`config.mk`:
```
export PLATFORM = sky130hd
export DESIGN_NAME = instr_fetch_unit_flat
export DESIGN_NICKNAME = d
export VERILOG_FILES = /design/src/rtl/fetch_pkg.sv /design/src/rtl/instr_fetch_unit_if.sv /design/src/rtl/fetch_buffer.sv /design/src/rtl/instr_fetch_unit.sv /design/src/flat_wrapper.sv
export SDC_FILE = /design/constraint.sdc
export NUM_CORES = 1
export LEC_CHECK = 0
export CAP_MARGIN = 30
export CORE_ASPECT_RATIO = 0.5
export CORE_UTILIZATION = 63
export DETAILED_ROUTE_END_ITERATION = 10
export DONT_BUFFER_PORTS = 1
export GPL_TIMING_DRIVEN = 0
export PLACE_DENSITY = 0.76
export SKIP_LAST_GASP = 1
export SYNTH_ARGS = -nofsm -noshare
export SYNTH_HDL_FRONTEND = slang
export SYNTH_SLANG_ARGS = --single-unit
```
`constraint.sdc`:
```
create_clock -name clk -period 10.3 [get_ports clk]
set_clock_uncertainty 0.2 [all_clocks]
set_input_delay 1.545 -clock clk [delete_from_list [all_inputs] [get_ports clk]]
set_output_delay 1.545 -clock clk [all_outputs]
set_load 0.1 [all_outputs]
```
`src/rtl/fetch_pkg.sv`:
```
// Shared types and constants for the instruction fetch front end.
package fetch_pkg;

    localparam int          INSTR_BYTES      = 4;
    localparam int          FETCH_WORD_SIZE  = 32;
    localparam logic [31:0] DEFAULT_RESET_PC = 32'h0000_0000;

    typedef enum logic {
        S_HALT,
        S_FETCH
    } fetch_state_t;

    // One buffered instruction together with the byte PC it was fetched from.
    typedef struct packed {
        logic [FETCH_WORD_SIZE-1:0] pc;
        logic [FETCH_WORD_SIZE-1:0] instr;
    } buf_entry_t;

endpackage

```
`src/rtl/instr_fetch_unit_if.sv`:
```
// Memory read port plus decode valid/ready handshake of the fetch unit.
interface instr_fetch_unit_if #(
    parameter int WORD_SIZE      = 32,
    parameter int MEM_ADDR_WIDTH = 16
);
    logic [MEM_ADDR_WIDTH-1:0] mem_addr;
    logic                      mem_rden;
    logic [WORD_SIZE-1:0]      mem_q;
    logic                      instr_valid;
    logic [WORD_SIZE-1:0]      instr_data;
    logic [WORD_SIZE-1:0]      instr_pc;
    logic                      instr_ready;

    modport master (
        output mem_addr, mem_rden, instr_valid, instr_data, instr_pc,
        input  mem_q, instr_ready
    );

    modport slave (
        input  mem_addr, mem_rden, instr_valid, instr_data, instr_pc,
        output mem_q, instr_ready
    );
endinterface

```
`src/rtl/fetch_buffer.sv`:
```
// Small synchronous FIFO of {pc, instr} entries; flush beats push.
module fetch_buffer
    import fetch_pkg::*;
#(
    parameter int DEPTH = 2,
    localparam int CW   = $clog2(DEPTH + 1),
    localparam int PW   = (DEPTH > 1) ? $clog2(DEPTH) : 1
) (
    input  logic          clk,
    input  logic          rst,
    input  logic          flush,
    input  logic          push,
    input  buf_entry_t    push_entry,
    input  logic          pop,
    output logic [CW-1:0] count,
    output logic          head_valid,
    output buf_entry_t    head_entry
);
    buf_entry_t    storage [DEPTH];
    logic [PW-1:0] wr_ptr;
    logic [PW-1:0] rd_ptr;
    logic          do_push;
    logic          do_pop;

    function automatic logic [PW-1:0] bump(input logic [PW-1:0] p);
        return (p == PW'(DEPTH - 1)) ? '0 : p + PW'(1);
    endfunction

    assign head_valid = (count != '0);
    assign do_push    = push && !flush;
    assign do_pop     = pop && head_valid && !flush;
    assign head_entry = head_valid ? storage[rd_ptr] : '0;

    // NOTE: sequential state uses non-blocking assignments so every flop samples pre-edge values.
    always_ff @(posedge clk) begin
        if (rst || flush) begin
            wr_ptr <= '0;
            rd_ptr <= '0;
            count  <= '0;
        end else begin
            if (do_push) wr_ptr <= bump(wr_ptr);
            if (do_pop)  rd_ptr <= bump(rd_ptr);
            case ({do_push, do_pop})
                2'b10:   count <= count + CW'(1);
                2'b01:   count <= count - CW'(1);
                default: count <= count;
            endcase
        end
    end

    // NOTE: the storage array is not reset; count gates visibility, so stale words never escape.
    always_ff @(posedge clk) begin
        if (!rst && do_push) storage[wr_ptr] <= push_entry;
    end

endmodule

```
`src/rtl/instr_fetch_unit.sv`:
```
// Fetch front end: owns the PC, reads processor_memory, feeds decode via a small buffer.
module instr_fetch_unit
    import fetch_pkg::*;
#(
    parameter int                  WORD_SIZE      = FETCH_WORD_SIZE,
    parameter int                  MEM_ADDR_WIDTH = 16,
    parameter logic [WORD_SIZE-1:0] RESET_PC      = DEFAULT_RESET_PC,
    parameter int                  BUF_DEPTH      = 2
) (
    input  logic                 clk,
    input  logic                 rst,
    input  logic                 en,
    input  logic                 redirect_valid,
    input  logic [WORD_SIZE-1:0] redirect_addr,
    instr_fetch_unit_if.master   bus
);
    localparam int CW = $clog2(BUF_DEPTH + 1);
    localparam int OW = CW + 1;

    fetch_state_t         state;
    fetch_state_t         state_next;
    logic [WORD_SIZE-1:0] fetch_pc;
    logic [WORD_SIZE-1:0] inflight_pc;
    logic                 inflight;
    logic                 issue;
    logic                 deq;
    logic [CW-1:0]        count;
    logic [OW-1:0]        occupancy;
    logic                 head_valid;
    buf_entry_t           head_entry;
    buf_entry_t           push_entry;
    logic                 unused_addr_bits;

    assign unused_addr_bits = ^redirect_addr[1:0];

    assign deq       = head_valid & bus.instr_ready;
    // Slots committed after this edge: buffered words, minus the one leaving, plus the one landing.
    assign occupancy = OW'(count) + OW'(inflight) - OW'(deq);

    // NOTE: every always_comb output gets a default first so no latch can be inferred.
    always_comb begin
        state_next = state;
        case (state)
            S_HALT:  if (en)  state_next = S_FETCH;
            S_FETCH: if (!en) state_next = S_HALT;
            default: state_next = S_HALT;
        endcase
        issue = (state == S_FETCH) && en && !redirect_valid
                && (occupancy < OW'(BUF_DEPTH));
    end

    always_ff @(posedge clk) begin
        if (rst) begin
            state       <= S_HALT;
            fetch_pc    <= RESET_PC;
            inflight    <= 1'b0;
            inflight_pc <= '0;
        end else begin
            state <= state_next;
            if (redirect_valid) begin
                fetch_pc <= {redirect_addr[WORD_SIZE-1:2], 2'b00};
                inflight <= 1'b0;
            end else begin
                inflight <= issue;
                if (issue) begin
                    fetch_pc    <= fetch_pc + WORD_SIZE'(INSTR_BYTES);
                    inflight_pc <= fetch_pc;
                end
            end
        end
    end

    assign push_entry = '{pc: inflight_pc, instr: bus.mem_q};

    // A redirect flushes the buffer, which also drops the response returning this cycle.
    fetch_buffer #(.DEPTH(BUF_DEPTH)) u_buffer (
        .clk        (clk),
        .rst        (rst),
        .flush      (redirect_valid),
        .push       (inflight),
        .push_entry (push_entry),
        .pop        (deq),
        .count      (count),
        .head_valid (head_valid),
        .head_entry (head_entry)
    );

    assign bus.mem_addr    = fetch_pc[MEM_ADDR_WIDTH+1:2];
    assign bus.mem_rden    = issue;
    assign bus.instr_valid = head_valid;
    assign bus.instr_data  = head_entry.instr;
    assign bus.instr_pc    = head_entry.pc;

endmodule
```
`src/flat_wrapper.sv`:
```
// flat-port wrapper written by rule: the top's interface ports become plain ports
module instr_fetch_unit_flat import fetch_pkg::*;
#(
    parameter int                  WORD_SIZE      = FETCH_WORD_SIZE,
    parameter int                  MEM_ADDR_WIDTH = 16,
    parameter logic [WORD_SIZE-1:0] RESET_PC      = DEFAULT_RESET_PC,
    parameter int                  BUF_DEPTH      = 2
)
  (clk, rst, en, redirect_valid, redirect_addr, bus_mem_addr, bus_mem_rden, bus_instr_valid, bus_instr_data, bus_instr_pc, bus_mem_q, bus_instr_ready);
  instr_fetch_unit_if #(.WORD_SIZE(WORD_SIZE), .MEM_ADDR_WIDTH(MEM_ADDR_WIDTH)) bus_i ();
  input  logic clk;
  input  logic rst;
  input  logic en;
  input  logic redirect_valid;
  input  logic [WORD_SIZE-1:0] redirect_addr;
  output wire logic [$bits(bus_i.mem_addr)-1:0] bus_mem_addr;
  output wire logic [$bits(bus_i.mem_rden)-1:0] bus_mem_rden;
  output wire logic [$bits(bus_i.instr_valid)-1:0] bus_instr_valid;
  output wire logic [$bits(bus_i.instr_data)-1:0] bus_instr_data;
  output wire logic [$bits(bus_i.instr_pc)-1:0] bus_instr_pc;
  input wire logic [$bits(bus_i.mem_q)-1:0] bus_mem_q;
  input wire logic [$bits(bus_i.instr_ready)-1:0] bus_instr_ready;
  assign bus_mem_addr = bus_i.mem_addr;
  assign bus_mem_rden = bus_i.mem_rden;
  assign bus_instr_valid = bus_i.instr_valid;
  assign bus_instr_data = bus_i.instr_data;
  assign bus_instr_pc = bus_i.instr_pc;
  assign bus_i.mem_q = bus_mem_q;
  assign bus_i.instr_ready = bus_instr_ready;
  instr_fetch_unit #(.WORD_SIZE(WORD_SIZE), .MEM_ADDR_WIDTH(MEM_ADDR_WIDTH), .RESET_PC(RESET_PC), .BUF_DEPTH(BUF_DEPTH)) u_core (.clk(clk), .rst(rst), .en(en), .redirect_valid(redirect_valid), .redirect_addr(redirect_addr), .bus(bus_i));
endmodule
```
## Word-level counts from Yosys, hierarchy flattened

Memory sizes are Yosys's and may differ from the RTL's. A register that Yosys moved wholly into a read port is not among the register bits.
Cells that the tools add are included.

| storage, ports and cells | value |
|---|---|
| logic and storage cells | 47 |
| RAM bits | 128 |
| input bits | 69 |
| bits in registers | 70 |
| memories kept | 1 |

| cells by class | value |
|---|---|
| $lt $le $gt $ge | 1 |
| reductions and logical operators | 15 |
| multiplexer cells | 11 |
| add/subtract/negate cells | 7 |
| equal/unequal tests | 2 |
| bitwise operators | 2 |

Memory list:

| memory | depth | width | read ports | clocked after memory_dff | wr ports | RTL line | text |
|---|---|---|---|---|---|---|---|
| u_core.u_buffer.storage | 2 | 64 | 1 | 1 | 1 | fetch_buffer.sv:19 | `buf_entry_t storage [DEPTH];` |

Operators by type and width:

| cell | number |
|---|---|
| $mux W32 | 2 |
| $mux W64 | 1 |
| $add A32 B3 Y32 const B | 1 |
| $logic_and A1 B1 Y1 | 7 |
| $mux W1 | 7 |
| $reduce_bool A2 Y1 | 3 |
| $pmux W2 S2 | 1 |
| $add A2 B1 Y3 | 1 |
| $lt A3 B2 Y1 const B | 1 |
| $sub A3 B1 Y3 | 1 |
| $add A1 B1 Y1 const B | 2 |
| $add A2 B1 Y2 const B | 1 |
| $eq A2 B1 Y1 const B | 1 |
| $eq A2 B2 Y1 const B | 1 |
| $logic_not A1 Y1 | 2 |
| $reduce_and A2 Y1 | 1 |
| $reduce_or A2 Y1 | 1 |
| $sub A2 B1 Y2 const B | 1 |
| $and A1 B1 Y1 | 1 |
| $logic_or A1 B1 Y1 | 1 |
| $not A1 Y1 | 1 |

## Depth between registers and ports, before layout

Gate-level depths: netlist of run 1.

| logic depth | value |
|---|---|
| word-level depth | 7 |
| mapped depth | 14 |
| mapped depth without buffers | 12 |

## Modules after synthesis

From an unflattened synthesis of run 1, not the netlist that was laid out.

| second synthesis, totals | value |
|---|---|
| cells, all modules | 686 |
| area total of the unflattened synthesis | 8161.6 um2 |

Modules (own cells, without submodules):

| module | cells each | times used | area each (um2) |
|---|---|---|---|
| fetch_buffer | 294 | 1 | 5018.6 |
| instr_fetch_unit | 392 | 1 | 3143.0 |

## Least setup slack after synthesis of run 1

Ideal clock, no wire load.

| timing path | value |
|---|---|
| kind | input -> register |
| start | in redirect_valid |
| end | mem u_core.u_buffer.storage[0][0] in the netlist's numbering, enable pin |
| stages | 3 |
| path buffers | 2 |
| library setup time | 0.635 ns |
| path slack | 1.630 ns |
| arrival time | 7.834 ns |
| cells stage by stage | clkbuf_1 > clkbuf_1 > nor4_1 |

| on the way | value |
|---|---|
| longest elaborated chain between the ends | 5 |

Ends and longest elaborated chain:

| element | RTL line | text |
|---|---|---|
| from (decl) | flat_wrapper.sv:14 | `input logic redirect_valid;` |
| $logic_not A1 Y1 | fetch_buffer.sv:30 | `assign do_push = push && !flush;` |
| $logic_and A1 B1 Y1 | fetch_buffer.sv:30 |  |
| $logic_and A1 B1 Y1 | fetch_buffer.sv:53 | `if (!rst && do_push) storage[wr_ptr] <= push_entry;` |
| $mux W1 | fetch_buffer.sv:53 |  |
| $mux W1 (implied by the code) | fetch_buffer.sv:53 |  |
| to (decl) | fetch_buffer.sv:19 |  |

No other way between the ends.

## Worst setup path in the final report of run 1

| timing path | value |
|---|---|
| start | reg u_core.u_buffer.count[1] |
| end | out bus_mem_rden |

| on the way | value |
|---|---|
| longest elaborated chain between the ends | 5 |

Ends and longest elaborated chain:

| element | RTL line | text |
|---|---|---|
| from (decl) | fetch_buffer.sv:15 | `output logic [CW-1:0] count,` |
| from (signal assigned) | fetch_buffer.sv:44 | `2'b10: count <= count + CW'(1);` |
| from (signal assigned) | fetch_buffer.sv:45 | `2'b01: count <= count - CW'(1);` |
| from (signal assigned) | fetch_buffer.sv:46 | `default: count <= count;` |
| $reduce_bool A2 Y1 | fetch_buffer.sv:29 | `assign head_valid = (count != '0);` |
| net bus_instr_valid | flat_wrapper.sv:18 | `output wire logic [$bits(bus_i.instr_valid)-1:0] bus_instr_valid;` |
| $and A1 B1 Y1 | instr_fetch_unit.sv:36 | `assign deq = head_valid & bus.instr_ready;` |
| $sub A3 B1 Y3 | instr_fetch_unit.sv:38 | `assign occupancy = OW'(count) + OW'(inflight) - OW'(deq);` |
| $lt A3 B2 Y1 | instr_fetch_unit.sv:49 | `&& (occupancy < OW'(BUF_DEPTH));` |
| $logic_and A1 B1 Y1 | instr_fetch_unit.sv:49 |  |
| to (decl) | flat_wrapper.sv:17 | `output wire logic [$bits(bus_i.mem_rden)-1:0] bus_mem_rden;` |

The timed path passes the listed nets, and every way through them passes these cells.

==> impl_metrics.toml, run 1 <==
[run_status]
outcome = "completed"

[clocking]
root_buffer = "clkbuf_16"
postCtsSetupRepairBufs = 0
cts_hold_buf = 0
cts_max_path_buffers = 2
h-tree-depth = 4
cts_buffers = 17
clock_latency_ps = 430
clk_pin_slew_ps = 70
cts.sinks = 191
cts_tree = "built"
cts_resized = 0

[critical_path]
path_class = "reg2out"
r2r_setup_slack_ps = 5830
crit_fanout = 10
worstPathArrival_ps = 4300
required_ps = 8560
reg2reg_depth = 14
r2r-start = "u_core.u_buffer.count[1]"
critPathLaunchType = "flip-flop"
r2r-end = "u_core.inflight_pc[19]"
end_kind = "primary output"

[synth]
synthFlopType = "edfxtp_1"
syn_area_um2 = 7910
synthMostInstantiatedCell = "edfxtp_1"
async_flop_share_pct = 0
synthDistinctLibCells = 53
yosysWarnings = 0
synthCells = 674
ys_seq_area_share_pct = 64.0
synthTopCellsByArea = "edfxtp_1 (47%), dfxtp_1 (17%), mux2i_1 (7.8%), nand2_1 (4.0%), nor2_1 (4.0%)"
yosys.area.top_type_share_pct = 47.1
synth.largest_area_cell = "edfxtp_1"
yosys-top-cells-count = "edfxtp_1 (124), nand2_1 (85), nor2_1 (84)"
synth_enable_flop_cells = 124
avgSynthCellArea_um2 = 11.7
yosys_register_bits = 191

[global_routing]
antenna_found_initial = 0
grt_pass1_wl_um = 30600
grt-ovfl-total = 0
track_usage_pct = 32.1
grt_start_max_net_pins = 18
grt_pass1_vias = 5489

[power]
power_mw = 1.56
ir_drop_uv = 122
p_per_area_nw_per_um2 = 154
leakagePower_nw = 3.29

[route]
ant_nets = 0
drc = 0
wl_per_cell_um = 21.3
vias = 5691
wl_um = 20100
drt-pass1-iter-count = 5
via_per_inst = 6.01
drt_iter0_drc = 530

[floorplanning]
die_w_um = 161
dieHeight_um = 81.3
coreArea_um2 = 12000
num_rows = 28
io_pins = 151
dieArea_um2 = 13000
start_util_pct = 65.9

[sta]
final_hold_viol_count = 0
setup_viol = 0
maxSlewViolCount = 0
fin_crit_sh_pct = 58.7
maxSlewHeadroom_pct = 42.6
grt_setup_unrepaired = "no"
fmax_mhz = 165
min_period_ps = 6040
tightest_slew_ps = 860

[min_path]
holdPathEnd = "u_core.u_buffer.storage[1][50]"
whs_path_depth = 0
hold_path_class = "reg2reg"
min-delay-start = "u_core.inflight_pc[18]"

[layout]
layout-drive-gt1-share_pct = 26.5
nFillCells = 594
area_delta_synth_final_pct = 27.7
antenna_cells = 0
stdcell_area_um2 = 10100
regArea_um2 = 5060
multi_input_area_um2 = 2700
nets = 842

[placement]
port_buffers = 0
dpl.hpwl_um = 13800
place.gp.congestion = 0.882
dpl-instance-area_um2 = 9550

[flow_run]
maxCapViolCount = 0
==> power by group <==
group | total (mW) | internal, mW | switching [mW]
combinational | 0.0872 | 0.0222 | 0.0650
sequential | 0.834 | 0.820 | 0.0140
clock | 0.639 | 0.337 | 0.302
==> cell usage in the layout (no fill, tap or decap), drive strengths merged, types with 3 or more instances in the layout <==
| cell type | n |
|---|---|
| nand4 | 11 |
| edfxtp | 124 |
| nor4 | 7 |
| nor3 | 5 |
| and3 | 5 |
| buf | 100 |
| nand3 | 13 |
| o21ai | 12 |
| mux2 | 4 |
| a222oi | 5 |
| and2 | 11 |
| xor2 | 11 |
| or3 | 3 |
| o22ai | 9 |
| ha | 3 |
| mux2i | 62 |
| a21oi | 43 |
| inv | 13 |
| xnor2 | 5 |
| nor2 | 84 |
| clkinv | 4 |
| clkinvlp | 5 |
| a31oi | 14 |
| clkbuf | 52 |
| a22oi | 3 |
| dfxtp | 67 |
| o211ai | 3 |
| nand2 | 85 |
==> metal layers <==
metal	wire, um	GRT usage, %	vias to the layer above
met5	0	0	-
met4	228	8.29	0
met3	1800	8.63	26
met2	9690	53.6	317
met1	8430	42.3	2763
li1	-	-	2585
==> cells by family (layout without fill, tap and decap cells) <==
| family | after synthesis | in the layout | synth area share, % |
|---|---|---|---|
| buffers and inverters | 68 | 175 | 4.17 |
| other | 1 | 2 | 0.0474 |
| muxes | 66 | 66 | 8.46 |
| and+or+nand+nor | 233 | 233 | 13.6 |
| xor gates and xnor gates | 16 | 16 | 1.77 |
| adders and majority gates | 4 | 4 | 0.727 |
| DFF | 191 | 191 | 64.0 |
| AOI/OAI and AO/OA | 95 | 95 | 7.23 |
==> worst max-delay path, stage by stage (launching register included) <==
cell	delay, ps
dfxtp_1	360
nor2_1	260
inv_1	470
and2_1	360
ha_1	260
nand2b_1	150
fa_1	480
nand4b_1	140
or2_1	240
clkbuf_1	130
inv_2	140
buf_2	270
buf_2	580
==> how the worst max path moves through the flow <==
stage | start | end | cells past startpoint
finish | u_core.u_buffer.count[1] | bus_mem_rden | 12
global route | u_core.u_buffer.count[1] | bus_mem_rden | 12
CTS | u_core.u_buffer.count[1] | bus_mem_rden | 12
detailed placement | bus_instr_ready | bus_mem_rden | 10
global placement | redirect_valid | u_core.u_buffer.storage[0][8] | 3
floorplan | redirect_valid | u_core.u_buffer.storage[0][0] | 3
==> flip-flops by register name, summed over array words and instances (netlist names), named ones only <==
name,cells
u_core.inflight_pc,30
u_core.u_buffer.count,2
u_core.inflight,1
u_core.state,1
u_core.u_buffer.wr_ptr,1
u_core.fetch_pc,30
u_core.u_buffer.rd_ptr,1
u_core.u_buffer.storage,124
==> per-stage QoR <==
step	setup WS (ps)	util (%)	TNS (ps)	cells	hold WS, ps
after CTS	4270	84.1	0	947	262
after global placement	-1710	67.6	-208490	840	233
after global routing	4040	84.1	0	947	275
final	4260	84.1	0	947	259
after detailed placement	4510	79.4	0	915	247
after floorplan	1630	-	0	675	225
==> final cells by class <==
cell class / count / share of cell area [%]
flip-flops and latches: 191 / 50.1
multi-input cells: 416 / 26.7
repair buffers: 75 / 12.3
clock buffers: 18 / 4.25
plain buffers: 59 / 2.93
well taps: 165 / 2.04
clock inverters: 14 / 1.32
inverters: 9 / 0.334
Power figures use the tool's default switching activity.
==> run 2: changes to the inputs <==
clock period = 6.2 ns   (was 10.3 ns; I/O delays follow)
==> run 2 against run 1 <==
  * Die area is the same
  * Global-route usage shrank 0.30 points
  * Worst setup slack lost 3500 ps
  * First-iteration DRC count shrank 21%
  * Via count shrank 1.1%
  * Core utilization grew 0.34 points
  * Worst hold slack lost 9.2 ps
  * Combinational power grew 66%
  * Cell area grew 0.41%
  * Critical path type unchanged
==> impl_metrics.toml, run 2 (synthesis gave the netlist of run 1 again) <==
[critical_path]
critPathLaunchType = "flip-flop"
required_ps = 5070
worstPathArrival_ps = 4280
crit_fanout = 10
end_kind = "primary output"
path_class = "reg2out"

[sta]
whs_ps = 250
setup_viol = 0
min_period_ps = 5410
tightest_slew_ps = 908
maxSlewHeadroom_pct = 39.4
fmax_mhz = 185
grt_setup_unrepaired = "no"
fin_crit_sh_pct = 87.2
maxSlewViolCount = 0
final_hold_viol_count = 0

[flow_run]
maxCapViolCount = 0

[clocking]
cts.sinks = 191
cts_max_path_buffers = 2
clk_pin_slew_ps = 70
h-tree-depth = 4
postCtsSetupRepairBufs = 0
cts_resized = 0
root_buffer = "clkbuf_16"
clock_latency_ps = 430
cts_buffers = 17
cts_hold_buf = 0
cts_tree = "built"

[layout]
top_regs = "u_core.u_buffer.storage x124, u_core.fetch_pc x30, u_core.inflight_pc x30"
stdcell_area_um2 = 10200
largest_reg_flops = 124
finalNonFillerCells = 943
top_register = "u_core.u_buffer.storage"
nets = 838
antenna_cells = 0
final_common_cell = "edfxtp_1"
area_delta_synth_final_pct = 28.3
mostFrequentLayoutCells = "edfxtp_1 (124), nand2_1 (85), dfxtp_1 (67)"
layout-drive-gt1-share_pct = 26.3

[global_routing]
grt_use_met1_pct = 42.1
grt_pass1_wl_um = 30100
met2_usage_pct = 51.8
gr-max-usage-layer = "met2"
grt_pass1_vias = 5406
use_met3_pct = 9.60
grt_start_max_net_pins = 20
grt-ovfl-total = 0
antenna_found_initial = 0
track_usage_pct = 31.8

[route]
drc = 0
drt_iter0_drc = 420
wl_per_cell_um = 21.2
drt-pass1-iter-count = 5
via_per_inst = 5.97
wl_um = 20000
vias = 5628
ant_nets = 0

[floorplanning]
start_util_pct = 65.9
coreArea_um2 = 12000
num_rows = 28
dieHeight_um = 81.3
die_w_um = 161
dieArea_um2 = 13000
io_pins = 151

[placement]
dpl-instance-area_um2 = 9540
port_buffers = 0
numPlacedInstances = 911
place.gp.congestion = 0.877
dpl.hpwl_um = 13400

[power]
p_per_area_nw_per_um2 = 264
ir_drop_uv = 222
leakagePower_nw = 3.31

[min_path]
hold_path_class = "reg2reg"

[run_status]
outcome = "completed"
==> run 2: cell types whose count changed in the layout (fill, tap and decap cells not counted), moves of 2 or more <==
cell / delta
inv_6: +4
clkinvlp_4: -4
buf_8: +3
buf_6: -2
buf_4: -5
inv_8: +3
==> run 2: path summary, 6_finish.rpt <==
kind,slack [ps],to,cells past startpoint,startpoint
setup / recovery,790,bus_mem_rden,12,u_core.u_buffer.count[1]
hold / removal,250,u_core.u_buffer.storage[1][51],0,u_core.inflight_pc[19]
setup reg to reg,1760,u_core.inflight_pc[24],14,u_core.u_buffer.count[1]
hold reg to reg,250,u_core.u_buffer.storage[1][51],0,u_core.inflight_pc[19]
==> run 2: power breakdown <==
part | internal (mW) | leakage, nW | switching, mW
clock network | 0.617 | 0.299 | 0.530
logic | 0.0368 | 1.43 | 0.108
registers | 1.36 | 1.58 | 0.0233
total | 2.02 | 3.31 | 0.661
==> run 2: stage by stage <==
step	utilization (%)	total power, mW	worst slack [ps]	TNS (ps)
floorplan	-	1.52	697	0
global placement	67.7	1.55	-1330	-159500
detailed placement	79.4	1.55	1280	0
CTS	84.5	2.67	796	0
global route	84.5	2.73	595	0
finish	84.5	2.68	792	0
==> run 2: worst max-delay path, cell delays in order, from the launching register on <==
cell	delay, ps
dfxtp_1	440
nor2_1	110
inv_1	650
and2_1	270
ha_1	230
nand2b_1	150
fa_1	490
nand4b_1	140
or2_1	250
clkbuf_1	130
inv_2	140
buf_2	270
buf_2	580
==> run 2: area by class of cell <==
cell class                 instances  area (um2)
multi-input combinational        416        2710
timing repair buffer              71        1230
clock buffer                      17         425
inverter                           9        33.8
fill                             579        1870
tap                              165         206
buffer                            59         297
clock inverter                    15         185
sequential                       191        5060
==> run 2: routing by layer <==
metal,share of wire (%),vias to the layer above
met5,0,-
met4,1.3,0
met3,10,29
met2,46,305
met1,42,2706
li1,-,2588
